--- config.mk ---
export PLATFORM = sky130hd
export DESIGN_NAME = keypad_calc_core
export DESIGN_NICKNAME = d
export VERILOG_FILES = /design/src/rtl/keypad_calc_pkg.sv /design/src/rtl/keypad_calc_core_scanner.sv /design/src/rtl/keypad_calc_core.sv
export SDC_FILE = /design/constraint.sdc
export NUM_CORES = 1
export LEC_CHECK = 0
export CORE_ASPECT_RATIO = 0.8
export CORE_MARGIN = 2
export CORE_UTILIZATION = 50
export CTS_CLUSTER_DIAMETER = 60
export DETAILED_ROUTE_END_ITERATION = 8
export GPL_TIMING_DRIVEN = 0
export PLACE_DENSITY_LB_ADDON = 0.05
export SYNTH_ARGS = -nofsm -noshare
export SYNTH_HDL_FRONTEND = slang
export SYNTH_SLANG_ARGS = --single-unit
--- constraint.sdc ---
create_clock -name i_clk -period 9.5 [get_ports i_clk]
set_input_delay 1.9 -clock i_clk [delete_from_list [all_inputs] [get_ports i_clk]]
set_output_delay 1.9 -clock i_clk [all_outputs]
set_load 0.02 [all_outputs]
--- src/rtl/keypad_calc_pkg.sv ---
// Purpose: shared types and constants for the keypad calculator datapath.
// Latency: n/a (declarations only).
// Backpressure: n/a.
// Contents: ALU op encoding, sequencer states, scan-result type with its
// "no key" sentinel, column drive after reset, lowest-row priority helper.
package keypad_calc_pkg;

  typedef enum logic [2:0] {
    OP_ADD = 3'd0,
    OP_SUB = 3'd1,
    OP_AND = 3'd2,
    OP_OR  = 3'd3,
    OP_XOR = 3'd4,
    OP_SHL = 3'd5,
    OP_MUL = 3'd6,
    OP_CMP = 3'd7
  } op_e;

  typedef enum logic [1:0] {
    ST_IDLE = 2'd0,
    ST_EXEC = 2'd1,
    ST_MUL  = 2'd2,
    ST_DONE = 2'd3
  } state_e;

  // Result of (part of) one keypad scan: vld=0 means nothing pressed so far.
  typedef struct packed {
    logic       vld;
    logic [3:0] code;   // {row_idx, col_idx}
  } scan_key_t;

  localparam scan_key_t  KEY_NONE  = 5'b0_0000;
  localparam logic [3:0] COL_RESET = 4'b0001;

  // Lowest set row index wins when several rows are high.
  function automatic logic [1:0] low_row_idx(input logic [3:0] rows);
    low_row_idx = 2'd0;
    for (int i = 3; i >= 0; i--) begin
      if (rows[i]) low_row_idx = 2'(i);
    end
  endfunction

endpackage

--- src/rtl/keypad_calc_core_scanner.sv ---
// Purpose: 4x4 keypad column scanner with full-scan debounce and release lockout.
// Latency: key_valid DEB_SCANS full scans after a stable press (+/- one dwell).
// Backpressure: none; key_valid is a one-cycle pulse that must be taken when seen.
// Ports: i_clk/i_reset (sync, active-high); i_row_in rows in; o_col_out one-hot
// column drive; o_key_valid accept pulse; o_key_code {row,col} of last accepted key.
module keypad_scanner
  import keypad_calc_pkg::*;
#(
  parameter int SCAN_DIV  = 1000,
  parameter int DEB_SCANS = 3
) (
  input  logic       i_clk,
  input  logic       i_reset,
  input  logic [3:0] i_row_in,
  output logic [3:0] o_col_out,
  output logic       o_key_valid,
  output logic [3:0] o_key_code
);

  localparam int DIV_W = $clog2(SCAN_DIV);
  localparam int CNT_W = $clog2(DEB_SCANS + 1);
  localparam logic [DIV_W-1:0] DIV_LAST   = DIV_W'(SCAN_DIV - 1);
  localparam logic [CNT_W-1:0] CNT_ACCEPT = CNT_W'(DEB_SCANS);

  logic [DIV_W-1:0] r_div;
  logic [1:0]       r_col;
  scan_key_t        r_scan;     // first key found so far in the current scan
  logic [3:0]       r_cand;     // key being debounced
  logic [CNT_W-1:0] r_cnt;      // consecutive scans that reported r_cand
  logic             r_locked;   // r_cand already accepted, waiting for release
  logic             r_key_valid;
  logic [3:0]       r_key_code;

  logic             w_last;
  logic             w_scan_done;
  logic             w_same;
  logic             w_accept;
  scan_key_t        w_col_key;
  scan_key_t        w_scan_now;
  logic [CNT_W-1:0] w_cnt_nxt;

  always_comb begin
    w_last         = (r_div == DIV_LAST);
    w_scan_done    = w_last && (r_col == 2'd3);
    w_col_key      = KEY_NONE;
    w_col_key.vld  = |i_row_in;
    w_col_key.code = {low_row_idx(i_row_in), r_col};
    // An earlier column in this scan keeps priority over later ones.
    w_scan_now     = r_scan.vld ? r_scan : w_col_key;
    w_same         = (r_cnt != '0) && (w_scan_now.code == r_cand);
    w_cnt_nxt      = w_same ? (r_cnt + CNT_W'(1)) : CNT_W'(1);
    w_accept       = w_scan_now.vld && !(w_same && r_locked) && (w_cnt_nxt == CNT_ACCEPT);
  end

  always_ff @(posedge i_clk) begin
    if (i_reset) begin
      r_div       <= '0;
      r_col       <= 2'd0;
      r_scan      <= KEY_NONE;
      r_cand      <= 4'h0;
      r_cnt       <= '0;
      r_locked    <= 1'b0;
      r_key_valid <= 1'b0;
      r_key_code  <= 4'h0;
    end else begin
      r_key_valid <= 1'b0;
      if (w_last) begin
        r_div  <= '0;
        r_col  <= r_col + 2'd1;
        r_scan <= w_scan_done ? KEY_NONE : w_scan_now;
      end else begin
        r_div  <= r_div + DIV_W'(1);
      end

      if (w_scan_done) begin
        if (!w_scan_now.vld) begin
          // A full empty scan is the release.
          r_cnt    <= '0;
          r_locked <= 1'b0;
        end else if (!(w_same && r_locked)) begin
          // A new key (or still-debouncing same key) advances or restarts the count.
          r_cand   <= w_scan_now.code;
          r_cnt    <= w_cnt_nxt;
          r_locked <= w_accept;
          if (w_accept) begin
            r_key_valid <= 1'b1;
            r_key_code  <= w_scan_now.code;
          end
        end
      end
    end
  end

  assign o_col_out   = COL_RESET << r_col;
  assign o_key_valid = r_key_valid;
  assign o_key_code  = r_key_code;

endmodule

--- src/rtl/keypad_calc_core.sv ---
// Purpose: keypad digit entry, NREGS register file and 8-op ALU under a sequencer.
// Latency: single-cycle ops 2 edges start->result, MUL DATA_W+1 edges.
// Backpressure: start is accepted only in IDLE (busy low); otherwise ignored.
// Ports: i_clk/i_reset; i_row_in/o_col_out keypad pins; o_key_valid/o_key_code/o_entry
// entry path; i_wr_en/i_wr_addr commit; i_addr_a/i_addr_b/i_op/i_start launch;
// o_busy, o_result, o_result_valid, o_carry, o_zero results and flags.
module keypad_calc_core
  import keypad_calc_pkg::*;
#(
  parameter int DATA_W    = 8,
  parameter int NREGS     = 4,
  parameter int SCAN_DIV  = 1000,
  parameter int DEB_SCANS = 3
) (
  input  logic                     i_clk,
  input  logic                     i_reset,
  input  logic [3:0]               i_row_in,
  output logic [3:0]               o_col_out,
  output logic                     o_key_valid,
  output logic [3:0]               o_key_code,
  output logic [DATA_W-1:0]        o_entry,
  input  logic                     i_wr_en,
  input  logic [$clog2(NREGS)-1:0] i_wr_addr,
  input  logic [$clog2(NREGS)-1:0] i_addr_a,
  input  logic [$clog2(NREGS)-1:0] i_addr_b,
  input  logic [2:0]               i_op,
  input  logic                     i_start,
  output logic                     o_busy,
  output logic [DATA_W-1:0]        o_result,
  output logic                     o_result_valid,
  output logic                     o_carry,
  output logic                     o_zero
);

  localparam int SH_W   = $clog2(DATA_W);
  localparam int STEP_W = $clog2(DATA_W);
  localparam logic [STEP_W-1:0] STEP_LAST = STEP_W'(DATA_W - 1);

  logic                  w_key_valid;
  logic [3:0]            w_key_code;

  logic [DATA_W-1:0]     r_entry;
  logic [DATA_W-1:0]     r_regs [NREGS];
  state_e                r_state;
  state_e                w_state_nxt;
  logic [DATA_W-1:0]     r_a;
  logic [DATA_W-1:0]     r_b;          // also the multiplier, shifted right per step
  op_e                   r_op;
  logic [2*DATA_W-1:0]   r_mcand;      // multiplicand, shifted left per step
  logic [2*DATA_W-1:0]   r_prod;
  logic [STEP_W-1:0]     r_step;
  logic [DATA_W-1:0]     r_result;
  logic                  r_carry;
  logic                  r_zero;

  logic [DATA_W:0]       w_sum;
  logic [DATA_W:0]       w_shl;        // bit DATA_W is the last bit shifted out
  logic [SH_W-1:0]       w_shamt;
  logic [DATA_W-1:0]     w_alu_res;
  logic                  w_alu_carry;
  logic                  w_alu_zero;
  logic [2*DATA_W-1:0]   w_prod_nxt;

  keypad_scanner #(
    .SCAN_DIV  (SCAN_DIV),
    .DEB_SCANS (DEB_SCANS)
  ) u_scanner (
    .i_clk       (i_clk),
    .i_reset     (i_reset),
    .i_row_in    (i_row_in),
    .o_col_out   (o_col_out),
    .o_key_valid (w_key_valid),
    .o_key_code  (w_key_code)
  );

  // Entry shifts in digits; a commit clears it, but a digit landing in the
  // same cycle becomes the first digit of the next entry.
  always_ff @(posedge i_clk) begin
    if (i_reset) begin
      r_entry <= '0;
    end else if (i_wr_en) begin
      r_entry <= w_key_valid ? DATA_W'(w_key_code) : '0;
    end else if (w_key_valid) begin
      r_entry <= {r_entry[DATA_W-5:0], w_key_code};
    end
  end

  always_ff @(posedge i_clk) begin
    if (i_reset) begin
      for (int i = 0; i < NREGS; i++) r_regs[i] <= '0;
    end else if (i_wr_en) begin
      r_regs[i_wr_addr] <= r_entry;
    end
  end

  always_ff @(posedge i_clk) begin
    if (i_reset) r_state <= ST_IDLE;
    else         r_state <= w_state_nxt;
  end

  always_comb begin
    w_state_nxt = r_state;
    case (r_state)
      ST_IDLE: if (i_start) w_state_nxt = (op_e'(i_op) == OP_MUL) ? ST_MUL : ST_EXEC;
      ST_EXEC: w_state_nxt = ST_DONE;
      ST_MUL:  if (r_step == STEP_LAST) w_state_nxt = ST_DONE;
      ST_DONE: w_state_nxt = ST_IDLE;
      default: w_state_nxt = ST_IDLE;
    endcase
  end

  always_comb begin
    w_alu_res   = '0;
    w_alu_carry = 1'b0;
    w_sum       = {1'b0, r_a} + {1'b0, r_b};
    w_shamt     = r_b[SH_W-1:0];
    w_shl       = {1'b0, r_a} << w_shamt;
    case (r_op)
      OP_ADD: begin w_alu_res = w_sum[DATA_W-1:0]; w_alu_carry = w_sum[DATA_W]; end
      OP_SUB: begin w_alu_res = r_a - r_b;         w_alu_carry = (r_a < r_b);   end
      OP_AND: w_alu_res = r_a & r_b;
      OP_OR:  w_alu_res = r_a | r_b;
      OP_XOR: w_alu_res = r_a ^ r_b;
      OP_SHL: begin
        w_alu_res   = w_shl[DATA_W-1:0];
        w_alu_carry = (w_shamt != '0) && w_shl[DATA_W];
      end
      OP_CMP: w_alu_carry = (r_a < r_b);
      default: w_alu_res = '0;
    endcase
    w_alu_zero = (r_op == OP_CMP) ? (r_a == r_b) : (w_alu_res == '0);
    w_prod_nxt = r_prod + (r_b[0] ? r_mcand : '0);
  end

  // Operands are latched at launch so later register writes cannot disturb
  // an operation in flight.
  always_ff @(posedge i_clk) begin
    if (i_reset) begin
      r_a      <= '0;
      r_b      <= '0;
      r_op     <= OP_ADD;
      r_mcand  <= '0;
      r_prod   <= '0;
      r_step   <= '0;
      r_result <= '0;
      r_carry  <= 1'b0;
      r_zero   <= 1'b0;
    end else begin
      case (r_state)
        ST_IDLE: begin
          if (i_start) begin
            r_a     <= r_regs[i_addr_a];
            r_b     <= r_regs[i_addr_b];
            r_op    <= op_e'(i_op);
            r_mcand <= {{DATA_W{1'b0}}, r_regs[i_addr_a]};
            r_prod  <= '0;
            r_step  <= '0;
          end
        end
        ST_EXEC: begin
          r_result <= w_alu_res;
          r_carry  <= w_alu_carry;
          r_zero   <= w_alu_zero;
        end
        ST_MUL: begin
          r_prod  <= w_prod_nxt;
          r_mcand <= r_mcand << 1;
          r_b     <= r_b >> 1;
          r_step  <= r_step + STEP_W'(1);
          if (r_step == STEP_LAST) begin
            r_result <= w_prod_nxt[DATA_W-1:0];
            r_carry  <= |w_prod_nxt[2*DATA_W-1:DATA_W];
            r_zero   <= (w_prod_nxt[DATA_W-1:0] == '0);
          end
        end
        default: ;
      endcase
    end
  end

  assign o_key_valid    = w_key_valid;
  assign o_key_code     = w_key_code;
  assign o_entry        = r_entry;
  assign o_busy         = (r_state != ST_IDLE);
  assign o_result_valid = (r_state == ST_DONE);
  assign o_result       = r_result;
  assign o_carry        = r_carry;
  assign o_zero         = r_zero;

endmodule
# [Word-level counts from Yosys, hierarchy flattened]
# Memory sizes are Yosys's and may differ from the RTL's.
# Cells that the tools add are included.
[totals] reg_bits=103 mem_bits_rw=32 n_memories=1 input_bits=17
[op_classes] bitwise=6 reduce_logical=30 add_sub_neg=7 shift=2 muxes=45 magnitude_cmp=1 n_eq_ne=19
[mem_list] name="r_regs" depth=4 width=8 rd=2 rd_ports_with_merged_regs=0 wr=4 line="keypad_calc_core.sv:43" rtl="logic [DATA_W-1:0] r_regs [NREGS];"
[ops] operator="$pmux 16 s2" n=2
[ops] operator="$mux 16" n=3
[ops] operator="$pmux 8 s6" n=1
[ops] operator="$mux 8" n=5
[ops] operator="$pmux 8 s2" n=2
[ops] operator="$mux 2" n=11
[ops] operator="$add 16x16->16" n=1
[ops] operator="$logic_not 8->1" n=2
[ops] operator="$reduce_or 8->1" n=2
[ops] operator="$eq 3x3->1 const B" n=5
[ops] operator="$mux 1" n=12
[ops] operator="$add 10x1->10 const B" n=1
[ops] operator="$eq 10x10->1 const B" n=1
[ops] operator="$mux 5" n=2
[ops] operator="$reduce_and 2->1" n=5
[ops] operator="$reduce_bool 2->1" n=5
[ops] operator="$add 8x8->9" n=1
[ops] operator="$shl 8x3->9" n=1
[ops] operator="$and 8x8->8" n=1
[ops] operator="$eq 2x2->1 const B" n=4
[ops] operator="$eq 8x8->1" n=1
[ops] operator="$lt 8x8->1" n=1
[ops] operator="$or 8x8->8" n=1
[ops] operator="$pmux 2 s4" n=1
[ops] operator="other kinds (25)" n=39

# [Longest topological paths before layout]
# Gate-level depths: netlist of run 1.
[depth] depth_word=13 depth_mapped=13

# [Modules after synthesis]
# From an unflattened synthesis of run 1, not the netlist that was laid out.
[unflattened] hier_cells=898 area_unflattened_um2=8354.3
[by_module_without_submodules] module="keypad_calc_core" seq_area_each_um2=2442.3 n_inst=1 cells_each=740 area_each_um2=6901.6
[by_module_without_submodules] module="keypad_scanner" seq_area_each_um2=580.6 n_inst=1 cells_each=158 area_each_um2=1452.6

# [Least setup slack after synthesis of run 1]
# No wires, ideal clock.
[synth_path] path_type="input to register" startpoint="in i_row_in[3]" endpoint="reg u_scanner.r_key_code[0], in the netlist u_scanner.o_key_code[0]" path_buffers=0 required_ns=9.372 path_stages=8 setup_slack_ns=5.993 t_arrival_ns=3.379 setup_ns=0.128 cell_sequence="nor2b_1 > o21a_1 > or3_1 > a211oi_4 > a21oi_2 > nand4_2 > mux2i_1 > nor2_1"
[synth_via] elab_chain_len=12 word_cells_on_any_way=16
[synth_rtl] item="from (decl)" line="keypad_calc_core.sv:17" rtl="input logic [3:0] i_row_in,"
[synth_rtl] item="$mux 2 (4 in series)" line="keypad_calc_pkg.sv:39" rtl="if (rows[i]) low_row_idx = 2'(i);"
[synth_rtl] item="$mux 5 (*)" line="keypad_calc_core_scanner.sv:49" rtl="w_scan_now = r_scan.vld ? r_scan : w_col_key;"
[synth_rtl] item="branches (longest 6 deep; another with $eq 4x4->1)"
[synth_rtl] item="$reduce_and 4->1 (no line) (*)"
[synth_rtl] item="to (signal assigned)" line="keypad_calc_core_scanner.sv:87" rtl="r_key_code <= w_scan_now.code;"
[synth_rtl] item="to (decl)" line="keypad_calc_core_scanner.sv:32" rtl="logic [3:0] r_key_code;"
# Mark *: on every way between the ends.
# A chain may end at the register's enable or synchronous reset.

# [Final worst setup path of run 1]
[layout_path] startpoint="reg r_b[0]" endpoint="reg r_carry, in the netlist o_carry"
[layout_via] elab_chain_len=5 word_cells_on_any_way=11
[layout_rtl] item="from (decl)" line="keypad_calc_core.sv:47" rtl="logic [DATA_W-1:0] r_b;"
[layout_rtl] item="from (signal assigned)" line="keypad_calc_core.sv:153" rtl="r_b <= r_regs[i_addr_b];"
[layout_rtl] item="from (signal assigned)" line="keypad_calc_core.sv:168" rtl="r_b <= r_b >> 1;"
[layout_rtl] item="$mux 16" line="keypad_calc_core.sv:132" rtl="w_prod_nxt = r_prod + (r_b[0] ? r_mcand : '0);"
[layout_rtl] item="$add 16x16->16" line="keypad_calc_core.sv:132"
[layout_rtl] item="$reduce_or 8->1" line="keypad_calc_core.sv:172" rtl="r_carry <= |w_prod_nxt[2*DATA_W-1:DATA_W];"
[layout_rtl] item="$mux 1" line="keypad_calc_core.sv:170" rtl="if (r_step == STEP_LAST) begin"
[layout_rtl] item="$pmux 1 s2 (*)" line="keypad_calc_core.sv:149" rtl="case (r_state)"
[layout_rtl] item="to (signal assigned)" line="keypad_calc_core.sv:162" rtl="r_carry <= w_alu_carry;"
[layout_rtl] item="to (signal assigned)" line="keypad_calc_core.sv:172"
[layout_rtl] item="to (decl)" line="keypad_calc_core.sv:53" rtl="logic r_carry;"
# Mark *: on every way between the ends. The rest lies on a longest branch, timed or not. The select of a mux whose other input is x is not followed.

==> qor.yml, run 1 <==
run_status: "finished clean"
rsz_0062_raised_after_global_routing: "false"
postCtsSetupBuffers: 0
postSynthRegisterBits: 135
yosys_warnings: 0
cts_buffers: 17
drt_iter0_drc: 578
crit-reg2reg-launch: "r_b[0]$_SDFFE_PP0P_"
post_dp_cell_area_um2: 8920
gp_congestion: 0.917
crit_path_start: "r_b[0]$_SDFFE_PP0P_"
synthToLayoutAreaGrowth_pct: 14.9
final_area_um2: 9460
critical_path_peak_fanout: 10
share_of_the_yosys_chip_area_belonging_to_registers_pct: 36.7
synthTopCellsByArea: "dfxtp_1, edfxtp_1, ha_1, mux4_2, nor2_1"
layout_worst_path_cycle_share_pct: 41.5
initial_core_util_pct: 51.6
clock-root-buffer: "clkbuf_16"
gr-total-overflow: 0
max_cap_violations: 0
route.vias.total: 6887
vertical_die_dimension_um: 119
async_flop_share_pct: 0
drt_first_pass_iters: 6
finalCoreUtilization_pct: 59.3
power_w: 0.00211
htreeDepth: 4
ir_worst_vdd_v: 0.000167
syn_nets: 984
post_synth.cell_area_avg_um2: 9.03
powerDensity_nw_per_um2: 223
syn_area_um2: 8240
final-setup-viol-count: 0
layout.cells.most_common: "dfxtp_1"
synth_area_leader_cell: "dfxtp_1"
synthesis.instances: 912
skew_ps: 4.74
r2r_setup_slk_ps: 5560
grt_use_total_pct: 25.1
detail_route.wirelength_um: 21100
antennaDiodeCount: 0
ioPinCount: 46
clkSinkCount: 135
floorplan.core_area_um2: 16000
largest_net_degree_at_the_start_of_global_routing: 17
antenna_found_initial: 0
max_freq_mhz: 254
cts.reportedPaths.clkPinSlew_ps: 60
cts.path.max_buffers: 2
layout-drive-gt1-share_pct: 7.72
hold_violations: 0
std_cell_rows: 41
timing.max_slew.rel_slack_pct: 30.1
number_of_distinct_library_cells_after_synthesis: 74
area_taken_by_flip_flops_and_latches_um2: 3020
placement.io_buffers: 41
critical_path.endpoint: "o_carry$_SDFFE_PP0P_"
hold-worst-slack_ps: 454
cp_data_arrival_time_ps: 4210
nNetsFinal: 1044
synthFlopType: "dfxtp_1"
hold_buffers_post_cts: 0
min_path_type: "reg2reg"
post-route-drc-count: 0
final_period_minus_worst_setup_slack_ps: 3940
reg2reg_depth: 13
timing.final.max_slew_violations: 0
fillers: 1469
layout_common_cells: "dfxtp_1, nor2_1, nand2_1"
vias_per_cell: 5.74
post_detailed_route_count_of_antenna_violating_nets: 0
route.detailed.wl_per_inst_um: 17.6
cts_resized: 0
fin_tns_setup_ps: 0
hpwlAfterDp_um: 15900
synth_largest_type_area_fraction_pct: 25.0
r2r-end: "o_carry$_SDFFE_PP0P_"
wire_length_of_the_first_global_routing_pass_um: 34600
cts_tree: "built"
cp_data_required_time_ps: 9770
dieWidth_um: 147
crit_path_capture_type: "register"
worstMarginPinSlew_ps: 1050
multi_input_comb_area_um2: 4850
timing.setup.critical_path_class: "reg2reg"
synth_edf_count: 32
fp.dieArea_um2: 17500
crit_path_start_kind: "register"
clock_latency_ps: 430
via_count_of_the_first_global_routing_pass: 6524
leakage_nw: 3.62
-- power by group --
part | switching (W) | total [W] | internal [W]
sequential | 0.0000575 | 0.000708 | 0.000651
combinational | 0.000502 | 0.000792 | 0.000290
clock | 0.000271 | 0.000609 | 0.000338
total | 0.000830 | 0.00211 | 0.00128
-- critical path, stage by stage, from the launching register on --
cell and delay [ps]:
dfxtp_1 380, clkbuf_1 350, clkbuf_1 380, clkbuf_1 330
and2_1 220, ha_1 310, a21o_1 200, a2bb2oi_1 280
a211oi_2 140, o31ai_1 350, a21oi_1 140, xnor2_1 190
nor4b_2 370, o22ai_1 140
-- stage by stage --
step / setup WS (ps) / cells
floorplan: 5990 / 912
global placement: 5110 / 1168
detailed placement: 5120 / 1168
CTS: 5530 / 1200
global route: 5220 / 1200
finish: 5560 / 1200
-- worst min-delay path by stage --
stage,endpoint,depth (start not counted),startpoint,slack [ps]
2_1_floorplan,u_scanner.r_div[0]$_SDFF_PP0_,1,u_scanner.r_div[0]$_SDFF_PP0_,430
3_3_place_gp,u_scanner.r_div[0]$_SDFF_PP0_,1,u_scanner.r_div[0]$_SDFF_PP0_,440
3_5_place_dp,o_result[2]$_SDFFE_PP0P_,2,o_result[2]$_SDFFE_PP0P_,450
4_1_cts,o_result[2]$_SDFFE_PP0P_,2,o_result[2]$_SDFFE_PP0P_,460
5_1_grt,o_result[1]$_SDFFE_PP0P_,2,o_result[1]$_SDFFE_PP0P_,480
6_report,o_result[2]$_SDFFE_PP0P_,2,o_result[2]$_SDFFE_PP0P_,450
-- final cells by class --
cell class,count,area share [%]
timing repair buffer,41,4.34
buffer,57,2.46
tap,215,2.84
inverter,36,1.43
clock inverter,15,1.28
multi-input combinational,684,51.2
clock buffer,17,4.50
sequential,135,31.9
-- metal layers --
metal / global-route usage (%) / wire length [um]
met4: 5.29 / 214
met2: 35.3 / 8710
met5: 0 / 0
met3: 6.37 / 1280
met1: 38.5 / 10900
-- flip-flops by register name (all words and copies together), names as in the netlist, 4 cells and up --
signal and count:
r_prod 16, r_mcand 16, o_entry 8, u_scanner.r_div 10
o_result 8, r_b 8, r_regs 32, u_scanner.o_key_code 4
r_a 8, u_scanner.r_cand 4, u_scanner.r_scan 5
-- cells by family after synthesis --
logic type               synth area share [%]
buffers and inverters                    4.47
AO/OA/AOI/OAI                            17.9
XOR/XNOR                                 2.98
AND/OR/NAND/NOR                          20.2
flip-flops                               36.7
adder cells (fa/ha/maj)                  8.63
multiplexers                             9.13
-- Yosys cell counts (5+ instances only) --
cell type	count
dfxtp_1	103
nor2_1	100
nand2_1	74
a21oi_1	63
and2_1	54
ha_1	52
clkbuf_1	47
inv_1	36
edfxtp_1	32
mux2i_1	32
a22oi_1	31
o21ai_0	24
a211oi_1	23
nand3_1	19
mux4_2	17
nor3_1	17
xor2_1	16
nor2b_1	14
xnor2_1	12
nand2b_1	10
nor3b_1	10
o211ai_1	10
a21o_1	9
or2_2	7
nor4_1	6
a31oi_1	5
and3_1	5
buf_1	5
nand3b_1	5
o21a_1	5
o21bai_1	5
Power figures use the tool's default switching activity.
==> run 2, diff against run 1 <==
clock period = 3.2 ns   (was 9.5 ns; I/O delays follow)
==> qor.yml, run 2 (synthesis results as in run 1) <==
p_sw_share_pct: 39.5  # +0.13 points
drt_first_pass_iters: 5  # -1
timing.setup.critical_path_class: "reg2reg"
cp_data_arrival_time_ps: 3390  # -820 ps
cp_data_required_time_ps: 3470  # -6300 ps
layout_worst_path_cycle_share_pct: 97.6  # +56 points
crit_path_start_kind: "register"
std_cell_rows: 41  # unchanged
post-route-drc-count: 0  # unchanged
gr-total-overflow: 0  # unchanged
path_buf_inv: 0  # -3
cp_cell_sequence: "and2_4 > ha_4 > fa_2 > a21o_1 > a31o_1 > a2111o_1 > a21o_1 > a211o_1 > a211oi_2 > nor4b_4 > o22ai_1"
vertical_die_dimension_um: 119  # unchanged
slowest_cell_on_the_critical_path: "a2111o_1"
antenna_found_initial: 0  # unchanged
max_cap_violations: 0  # unchanged
cts.path.max_buffers: 2  # unchanged
largest_net_degree_at_the_start_of_global_routing: 17  # unchanged
timing.final.max_slew_violations: 0  # unchanged
nNetsFinal: 1050  # +0.57%
hold-worst-slack_ps: 450  # -3.70 ps
fp.dieArea_um2: 17500  # unchanged
hpwlAfterDp_um: 15800  # -0.31%
critical_path_peak_fanout: 6  # -4
crit_path_capture_type: "register"
internal_power_w: 0.00383  # +200%
power.switching_w: 0.00250  # +200%
synthToLayoutAreaGrowth_pct: 16.5
cp_top_family: "compound AO/OA/AOI/OAI gates"
drt_iter0_drc: 628  # +8.7%
antennaDiodeCount: 0  # unchanged
fillers: 1440  # -2.0%
area_taken_by_flip_flops_and_latches_um2: 3030  # +0.12%
worst_path_largest_cell_delay_ps: 430  # +50 ps
wire_length_of_the_first_global_routing_pass_um: 34100  # -1.5%
finalWorstSetupSlack_ps: 77.6  # -5480 ps
powerDensity_nw_per_um2: 661  # +200%
clock_latency_ps: 420  # about the same
route.detailed.wl_per_inst_um: 17.6  # -0.41%
run_status: "finished clean"
layout_common_cells: "dfxtp_1, nor2_1, nand2_1"
final_period_minus_worst_setup_slack_ps: 3120  # -819 ps
detail_route.wirelength_um: 21200  # about the same
floorplan.core_area_um2: 16000  # unchanged
p_comb_share_pct: 37.3  # -0.2 points
ir_worst_vdd_v: 0.000479  # +190%
cts_tree: "built"
grt_use_total_pct: 24.6  # -0.44 points
hold_violations: 0  # unchanged
worstMarginPinSlew_ps: 834  # -212 ps
dieWidth_um: 147  # unchanged
registers.top_by_ff_count: "r_regs"
leakage_nw: 3.70  # +2.2%
final-setup-viol-count: 0  # unchanged
rsz_0062_raised_after_global_routing: "true"
ioPinCount: 46  # unchanged
layout.cells.most_common: "dfxtp_1"
clockPowerShare_pct: 29.3  # +0.4 points
via_count_of_the_first_global_routing_pass: 6358  # -2.5%
multi_input_comb_area_um2: 4910  # +1.3%
place_worst_setup_slack_ps: -527  # -5650 ps
clock-root-buffer: "clkbuf_16"
htreeDepth: 4  # unchanged
largest_registers: "r_regs (32), r_mcand (16), r_prod (16)"
gp_congestion: 0.922  # +0.58%
post_detailed_route_count_of_antenna_violating_nets: 0  # unchanged
clkSinkCount: 135  # unchanged
initial_core_util_pct: 51.6  # unchanged
cts_buffers: 17  # unchanged
min_path_type: "reg2reg"
largest_register_ffs: 32  # unchanged
cts.reportedPaths.clkPinSlew_ps: 60  # about the same
route.vias.total: 6914  # +0.39%
layout-drive-gt1-share_pct: 9.79  # +2.1 points
cpMostUsedCell: "a21o_1"
skew_ps: 7.86  # +3.12 ps
placement.io_buffers: 41  # unchanged
vias_per_cell: 5.73  # -0.11%
timing.max_slew.rel_slack_pct: 44.3  # +14 points
power.sequential.fraction_pct: 33.3  # -0.3 points
max_freq_mhz: 320  # +26%
[run 2: through the flow]
stage	instances	util, %	power [W]	TNS [ps]	area [um^2]
4_1_cts	1202	59.9	0.00630	0	9560
6_report	1206	60.1	0.00634	0	9590
5_1_grt	1206	60.1	0.00671	-55.3	9590
2_1_floorplan	912	-	0.00376	0	8250
3_3_place_gp	1168	56.0	0.00445	-632	8930
3_5_place_dp	1168	56.0	0.00444	-639	8930
[run 2: repair_timing]
item                                    4_1_cts  5_1_grt
resized for setup                            13        5
setup buffers                                 4        4
pin swaps                                     9        8
hold buffers                                  0        0
endpoints found under the setup margin        4        3
[run 2: routing by layer]
layer  GRT usage [%]  vias to the layer above  routed length (um)
li1                -                     3404                   -
met1            37.8                     3240               10700
met2            34.3                      249                8680
met3            6.41                       21                1470
met4            5.77                        0                 312
met5               0                        -                   0
[run 2: area by class of cell]
type                    instances  share of cell area [%]
inverters                      36                    1.41
clock inverters                15                    1.36
flip-flops and latches        135                    31.6
clock buffers                  17                    4.44
well taps                     215                    2.80
multi-input cells             684                    51.2
plain buffers                  55                    2.37
repair buffers                 49                    4.88
[run 2: path summary, 6_finish.rpt]
| path | startpoint | endpoint | slack, ps | depth (start not counted) |
|---|---|---|---|---|
| setup / recovery | r_b[0]$_SDFFE_PP0P_ | o_carry$_SDFFE_PP0P_ | 80 | 11 |
| setup reg to reg | r_b[0]$_SDFFE_PP0P_ | o_carry$_SDFFE_PP0P_ | 80 | 11 |
| hold / removal | o_result[2]$_SDFFE_PP0P_ | o_result[2]$_SDFFE_PP0P_ | 450 | 2 |
| hold reg to reg | o_result[2]$_SDFFE_PP0P_ | o_result[2]$_SDFFE_PP0P_ | 450 | 2 |
[run 2: power groups by stage]
| stage | sequential, W | combinational, W | clock (W) |
|---|---|---|---|
| after floorplan | 0.00213 | 0.00163 | 0 |
| after global placement | 0.00213 | 0.00232 | 0 |
| after detailed placement | 0.00214 | 0.00230 | 0 |
| after CTS | 0.00211 | 0.00230 | 0.00189 |
| after global routing | 0.00214 | 0.00261 | 0.00197 |
| final | 0.00211 | 0.00237 | 0.00186 |
[run 2: tightest hold or removal path: cells and delay by family (launching register included)]
family | cells | cell delay, ps
DFF | 1 | 310
and+or+nand+nor | 1 | 50
AOI/OAI and AO/OA | 1 | 50
==> RTL edit 1, RTL diff (settings of run 2) <==
The 4 states of `state_e` get a one-hot encoding in 4 bits.
--- a/src/rtl/keypad_calc_pkg.sv
+++ b/src/rtl/keypad_calc_pkg.sv
@@ -16,11 +16,11 @@
     OP_CMP = 3'd7
   } op_e;
 
-  typedef enum logic [1:0] {
-    ST_IDLE = 2'd0,
-    ST_EXEC = 2'd1,
-    ST_MUL  = 2'd2,
-    ST_DONE = 2'd3
+  typedef enum logic [3:0] {
+    ST_IDLE = 4'b0001,
+    ST_EXEC = 4'b0010,
+    ST_MUL  = 4'b0100,
+    ST_DONE = 4'b1000
   } state_e;
 
   // Result of (part of) one keypad scan: vld=0 means nothing pressed so far.
Formal check against the unedited RTL: same outputs for any inputs over 4 cycles, from zero or initial values and one cycle with i_reset high; so few cycles prove little.
==> RTL edit 1 against run 2 <==
  * The flow now finishes with violations (DRC)
  * Via count is 3.7% higher
  * Sequential cell count grew 2
  * Synthesized area down 1.4%
  * Worst hold slack improved by 0.013 ns
  * Sequential share of layout area up 0.93 points
  * First-iteration DRC count decreased by 0.32%
  * Wire length up 9.0%
  * Final area is 1.7% lower
  * Core utilization is 0.62 points lower
  * Highest routed layer unchanged
  * Setup slack better by 0.082 ns
Power is not compared: it rests on default switching activity, and its combinational part moved more than twofold at a synthesized area within 25%.
==> RTL edit 1: results (changes against run 2) <==
ys.flop_type: "dfxtp_1"  # unchanged
clock_latency_ns: 0.43
violations: "DRC"
largestRegisters: "r_regs (32), r_mcand (16), r_prod (16)"  # unchanged
synth_area_per_cell_um2: 8.97  # was 9.03 um2
port_buffers: 41  # unchanged
p_sw_w: 0.00124
hold_path_class: "flop to flop"  # unchanged
instances_no_fill: 1192  # was 1206
max-slew-margin-rel_pct: 35.3  # was 44.3%
worst_path_largest_cell_delay_ns: 0.67  # was 0.43 ns
detailedPlace.worstSlack_ns: -0.519  # was -0.527 ns
cp_max_fo: 9  # was 6
cellLeakagePower_nw: 3.46
synth_common_cells: "nand2_1, dfxtp_1, a21oi_1"  # was dfxtp_1, nor2_1, nand2_1
postSynth.asyncResetShare_pct: 0  # unchanged
grt_usage_pct: 27.2  # was 24.6%
ys_seq_area_share_pct: 37.7  # was 36.7%
synth.mux.area_fraction_pct: 7.99  # was 9.13%
ys_warn_count: 0  # unchanged
grt_max_degree: 19  # was 17
status: "complete, but fails checks"  # was finished, final reports clean
synth_edf_count: 32  # unchanged
place_congestion: 0.972  # was 0.922
drc_errors: 2  # was 0
dr.pass1.iters: 7  # was 5
first_global_vias: 6752  # was 6358
routed-via-count: 7168  # was 6914
wire_per_inst_um: 19.4  # was 17.6 um
cts_max_level: 4  # unchanged
cp_data_arrival_time_ns: 3.35  # was 3.39 ns
drive_above_1_share_pct: 7.88  # was 9.79%
drt_iter0_drc: 626  # was 628
grt_pass1_wl_mm: 36.7  # was 34.1 mm
synth_compound_area_share_pct: 16.4  # was 17.9%
dpl.hpwl_mm: 17.4  # was 15.8 mm
antenna_found_initial: 0  # unchanged
cp_slowest_cell: "a311oi_1"  # was a2111o_1
peakVddDrop_mv: 0.413
cts_root_buffer: "clkbuf_16"  # unchanged
cts_buffers: 17  # unchanged
cp_top_family: "compound AO/OA/AOI/OAI gates"  # unchanged
fin_nets: 1033  # was 1050
ys_top_cells_by_area: "dfxtp_1, edfxtp_1, ha_1"  # unchanged
antenna_cells: 0  # unchanged
synth_xor_area_share_pct: 3.23  # was 2.98%
syn_nets: 975  # was 984
skew_ns: 0.0141  # was 0.00786 ns
synthDistinctLibCells: 65  # was 74
clockBufferDepth: 2  # unchanged
synthAdderAreaFrac_pct: 8.29  # was 8.63%
clkTransAtPathRegs_ns: 0.07
## RTL edit 1: routing by layer
metal  routed length, um  vias up  global-route usage (%)
met5                   0        -                       0
met4                 544        0                    8.80
met3                1600       35                    5.70
met2               10100      253                    40.5
met1               10800     3485                    39.4
li1                    -     3395                       -
## RTL edit 1: timing repair
item	CTS	global route
pin swaps	0	0
buffers inserted	0	0
endpoints found under the setup margin	10	9
endpoints found under the hold margin	0	0
gates resized for setup	4	8
## RTL edit 1: path summary, 6_finish.rpt
path / start / to / slack (ns) / cells past startpoint
worst max-delay path: r_a[3] / o_carry / 0.16 / 10
worst min-delay path: u_scanner.r_div[0] / u_scanner.r_div[0] / 0.46 / 1
worst max register to register: r_a[3] / o_carry / 0.16 / 10
worst min register to register: u_scanner.r_div[0] / u_scanner.r_div[0] / 0.46 / 1
## RTL edit 1: logic make-up (layout without fill, tap and decap cells)
group,count (synthesis),count (layout)
simple gates,353,353
compound gates,205,205
flops,137,137
buf+inv,92,163
fa+ha+maj,52,52
mux,37,37
xor+xnor,30,30
## RTL edit 1: area by class of cell
class	instances	area [um2]
clock buffers	20	489
clock inverters	12	98.8
flip-flops and latches	137	3060
repair buffers	41	410
multi-input cells	677	4750
inverters	38	143
fillers	1388	6420
plain buffers	52	205
well taps	215	269
## RTL edit 1: stage by stage
stage	utilization, %	area [um2]
after floorplan	-	8120
after global placement	55.5	8800
after detailed placement	55.5	8800
after CTS	59.3	9410
after global routing	59.5	9430
final	59.5	9430
## RTL edit 1: power groups by stage
stage / sequential (W) / clock (W) / combinational (W)
after floorplan: 0.00190 / 0 / 0.000386
after global placement: 0.00191 / 0 / 0.000549
after detailed placement: 0.00192 / 0 / 0.000559
after CTS: 0.00188 / 0.00197 / 0.000564
after global routing: 0.00189 / 0.00206 / 0.000622
final: 0.00188 / 0.00195 / 0.000571
==> RTL edit 2, RTL diff (flow settings as in run 2) <==
Made on the original files. `DEB_SCANS` is set to 3 in 2 places; all go to 6.
--- a/src/rtl/keypad_calc_core_scanner.sv
+++ b/src/rtl/keypad_calc_core_scanner.sv
@@ -7,7 +7,7 @@
   import keypad_calc_pkg::*;
 #(
   parameter int SCAN_DIV  = 1000,
-  parameter int DEB_SCANS = 3
+  parameter int DEB_SCANS = 6
 ) (
   input  logic       i_clk,
   input  logic       i_reset,
--- a/src/rtl/keypad_calc_core.sv
+++ b/src/rtl/keypad_calc_core.sv
@@ -10,7 +10,7 @@
   parameter int DATA_W    = 8,
   parameter int NREGS     = 4,
   parameter int SCAN_DIV  = 1000,
-  parameter int DEB_SCANS = 3
+  parameter int DEB_SCANS = 6
 ) (
   input  logic                     i_clk,
   input  logic                     i_reset,
Check against the original RTL: same outputs for any inputs over 4 cycles, from zero or initial values and one cycle with i_reset high; that may be too few to reach the edited logic, so the function may still have changed.
==> RTL edit 2 against run 2 <==
  * Setup slack better by 0.13 ns
  * Final area is 1.9% higher
  * Sequential cell count is 1 higher
  * Global-route usage is 1.1 points higher
  * Wire length is 4.7% higher
  * Synthesized area is 2.3% higher
  * Power is 5.7% higher
  * Critical endpoint unchanged
==> RTL edit 2: results (changes against run 2) <==
nFillCells: 1497  # was 1440
antenna_cells: 0  # unchanged
timing.rr.start: "r_b[0]"  # unchanged
syn_nets: 1023  # was 984
status: "finished, final reports clean"  # unchanged
hold_depth: 2  # unchanged
cp_data_arrival_time_ns: 3.34  # was 3.39 ns
clkTransAtPathRegs_ns: 0.06  # about the same
hold_path_class: "flop to flop"  # unchanged
synthDistinctLibCells: 69  # was 74
reg2reg_depth: 10  # was 11
ys_top_cells_by_area: "dfxtp_1, edfxtp_1, ha_1"  # unchanged
antenna_found_initial: 0  # unchanged
cp_top_family: "compound AO/OA/AOI/OAI gates"  # unchanged
ys_warn_count: 0  # unchanged
detailedPlace.worstSlack_ns: -0.679  # was -0.527 ns
first_global_vias: 6633  # was 6358
grt_usage_pct: 25.7  # was 24.6%
cts_buffers: 17  # unchanged
cp_max_fo: 16  # was 6
totalWireLength_mm: 22.2  # was 21.2 mm
worst_path_largest_cell_delay_ns: 0.68  # was 0.43 ns
largestRegisters: "r_regs (32), r_mcand (16), r_prod (16)"  # unchanged
cts_max_level: 4  # unchanged
dpl.hpwl_mm: 17.0  # was 15.8 mm
grt_max_degree: 17  # unchanged
grt_pass1_wl_mm: 35.8  # was 34.1 mm
peakVddDrop_mv: 0.473  # was 0.479 mV
switching_share_pct: 39.2  # was 39.5%
clock_latency_ns: 0.43
skew_ns: 0.0176  # was 0.00786 ns
place_congestion: 0.924  # was 0.922
routed-via-count: 7269  # was 6914
ys_seq_area_share_pct: 36.1  # was 36.7%
max-slew-margin-rel_pct: 43.4  # was 44.3%
drt_iter0_drc: 447  # was 628
r2r_end: "o_carry"  # unchanged
cts_root_buffer: "clkbuf_16"  # unchanged
dr.pass1.iters: 7  # was 5
postSynth.asyncResetShare_pct: 0  # unchanged
cp_slowest_cell: "o311ai_0"  # was a2111o_1
clockBufferDepth: 2  # unchanged
holdWs_ns: 0.448  # was 0.450 ns
hold_start: "o_result[3]"  # was o_result[2]
fin_nets: 1081  # was 1050
synth_edf_count: 32  # unchanged
synth_common_cells: "nor2_1, dfxtp_1, nand2_1"  # was dfxtp_1, nor2_1, nand2_1
hold_path_end: "o_result[3]"  # was o_result[2]
drive_above_1_share_pct: 8.13  # was 9.79%
cellLeakagePower_nw: 3.59  # was 3.70 nW
port_buffers: 41  # unchanged
rrSetupSlack_ns: 0.21  # was 0.08 ns
==> RTL edit 2: changes by cell type after synthesis, moves of 4 or more <==
cell / delta
a2111oi_0: +4
a211oi_1: -11
a311oi_1: +16
mux2i_1: -15
mux4_2: +4
nand2_1: +24
nand4_1: +5
nor2_1: +7
nor2b_1: -4
nor3_1: +5
o211ai_1: -6
or3_1: +5
==> RTL edit 2: power by group through the flow <==
stage / clock, W / combinational, W / sequential (W)
CTS: 0.00200 / 0.00249 / 0.00214
floorplan: 0 / 0.00171 / 0.00217
detailed placement: 0 / 0.00247 / 0.00218
finish: 0.00197 / 0.00258 / 0.00214
global route: 0.00207 / 0.00283 / 0.00217
global placement: 0 / 0.00247 / 0.00217
==> RTL edit 2: logic make-up after synthesis <==
logic type                 share of synthesized area, %
and+or+nand+nor                                    21.6
AOI/OAI and AO/OA                                  18.7
DFF                                                36.1
buffers and inverters                              4.19
adders and majority gates                          8.58
muxes                                              8.12
xor gates and xnor gates                           2.70
==> RTL edit 2: per-stage QoR <==
stage	std cells	area [um2]	TNS, ns
global placement	1211	9110	-1.80
global route	1241	9770	-0.00691
CTS	1242	9720	0
floorplan	950	8430	0
finish	1241	9770	0
detailed placement	1211	9110	-1.66
==> RTL edit 2: per-layer routing <==
layer  track usage [%]  routed length (um)  vias up
met3              4.33                1320       33
met2              37.1                9330      232
met1              39.0               11100     3432
met5                 0                   0        -
met4              8.27                 455        0
li1                  -                   -     3572
==> RTL edit 2: how the worst max path moves through the flow <==
stage               startpoint       to  slack (ns)
floorplan               r_b[0]   o_zero        0.07
global placement        r_b[0]   o_zero       -0.66
detailed placement      r_b[0]   o_zero       -0.68
CTS                     r_b[0]   o_zero        0.03
global route            r_b[0]   o_zero      -0.007
finish                  r_b[0]  o_carry        0.21
==> RTL edit 2: repair_timing <==
action                                  CTS  global route
resized for setup                         6            16
hold endpoints to repair                  0             0
setup buffers                             0             0
cloned                                    0             0
endpoints found under the setup margin    6             4
pin swaps                                 0             2
==> RTL edit 2: final cells by class <==
type                    instances  area, um2  share of cell area, %
multi-input cells             722       5090                   52.1
well taps                     220        275                   2.82
clock inverters                15        168                   1.72
repair buffers                 41        410                   4.20
plain buffers                  53        220                   2.25
flip-flops and latches        136       3040                   31.2
clock buffers                  17        425                   4.35
inverters                      37        139                   1.42
==> RTL edit 2: worst reg2reg max path: stages, from the launching register on <==
cell and delay (ns):
dfxtp_1 0.36, clkbuf_8 0.22, and2_1 0.22, ha_1 0.29, a211oi_2 0.22, o21ai_1 0.15
a211o_1 0.33, and2_0 0.15, o311ai_0 0.68, nor3_1 0.11, a21oi_1 0.19
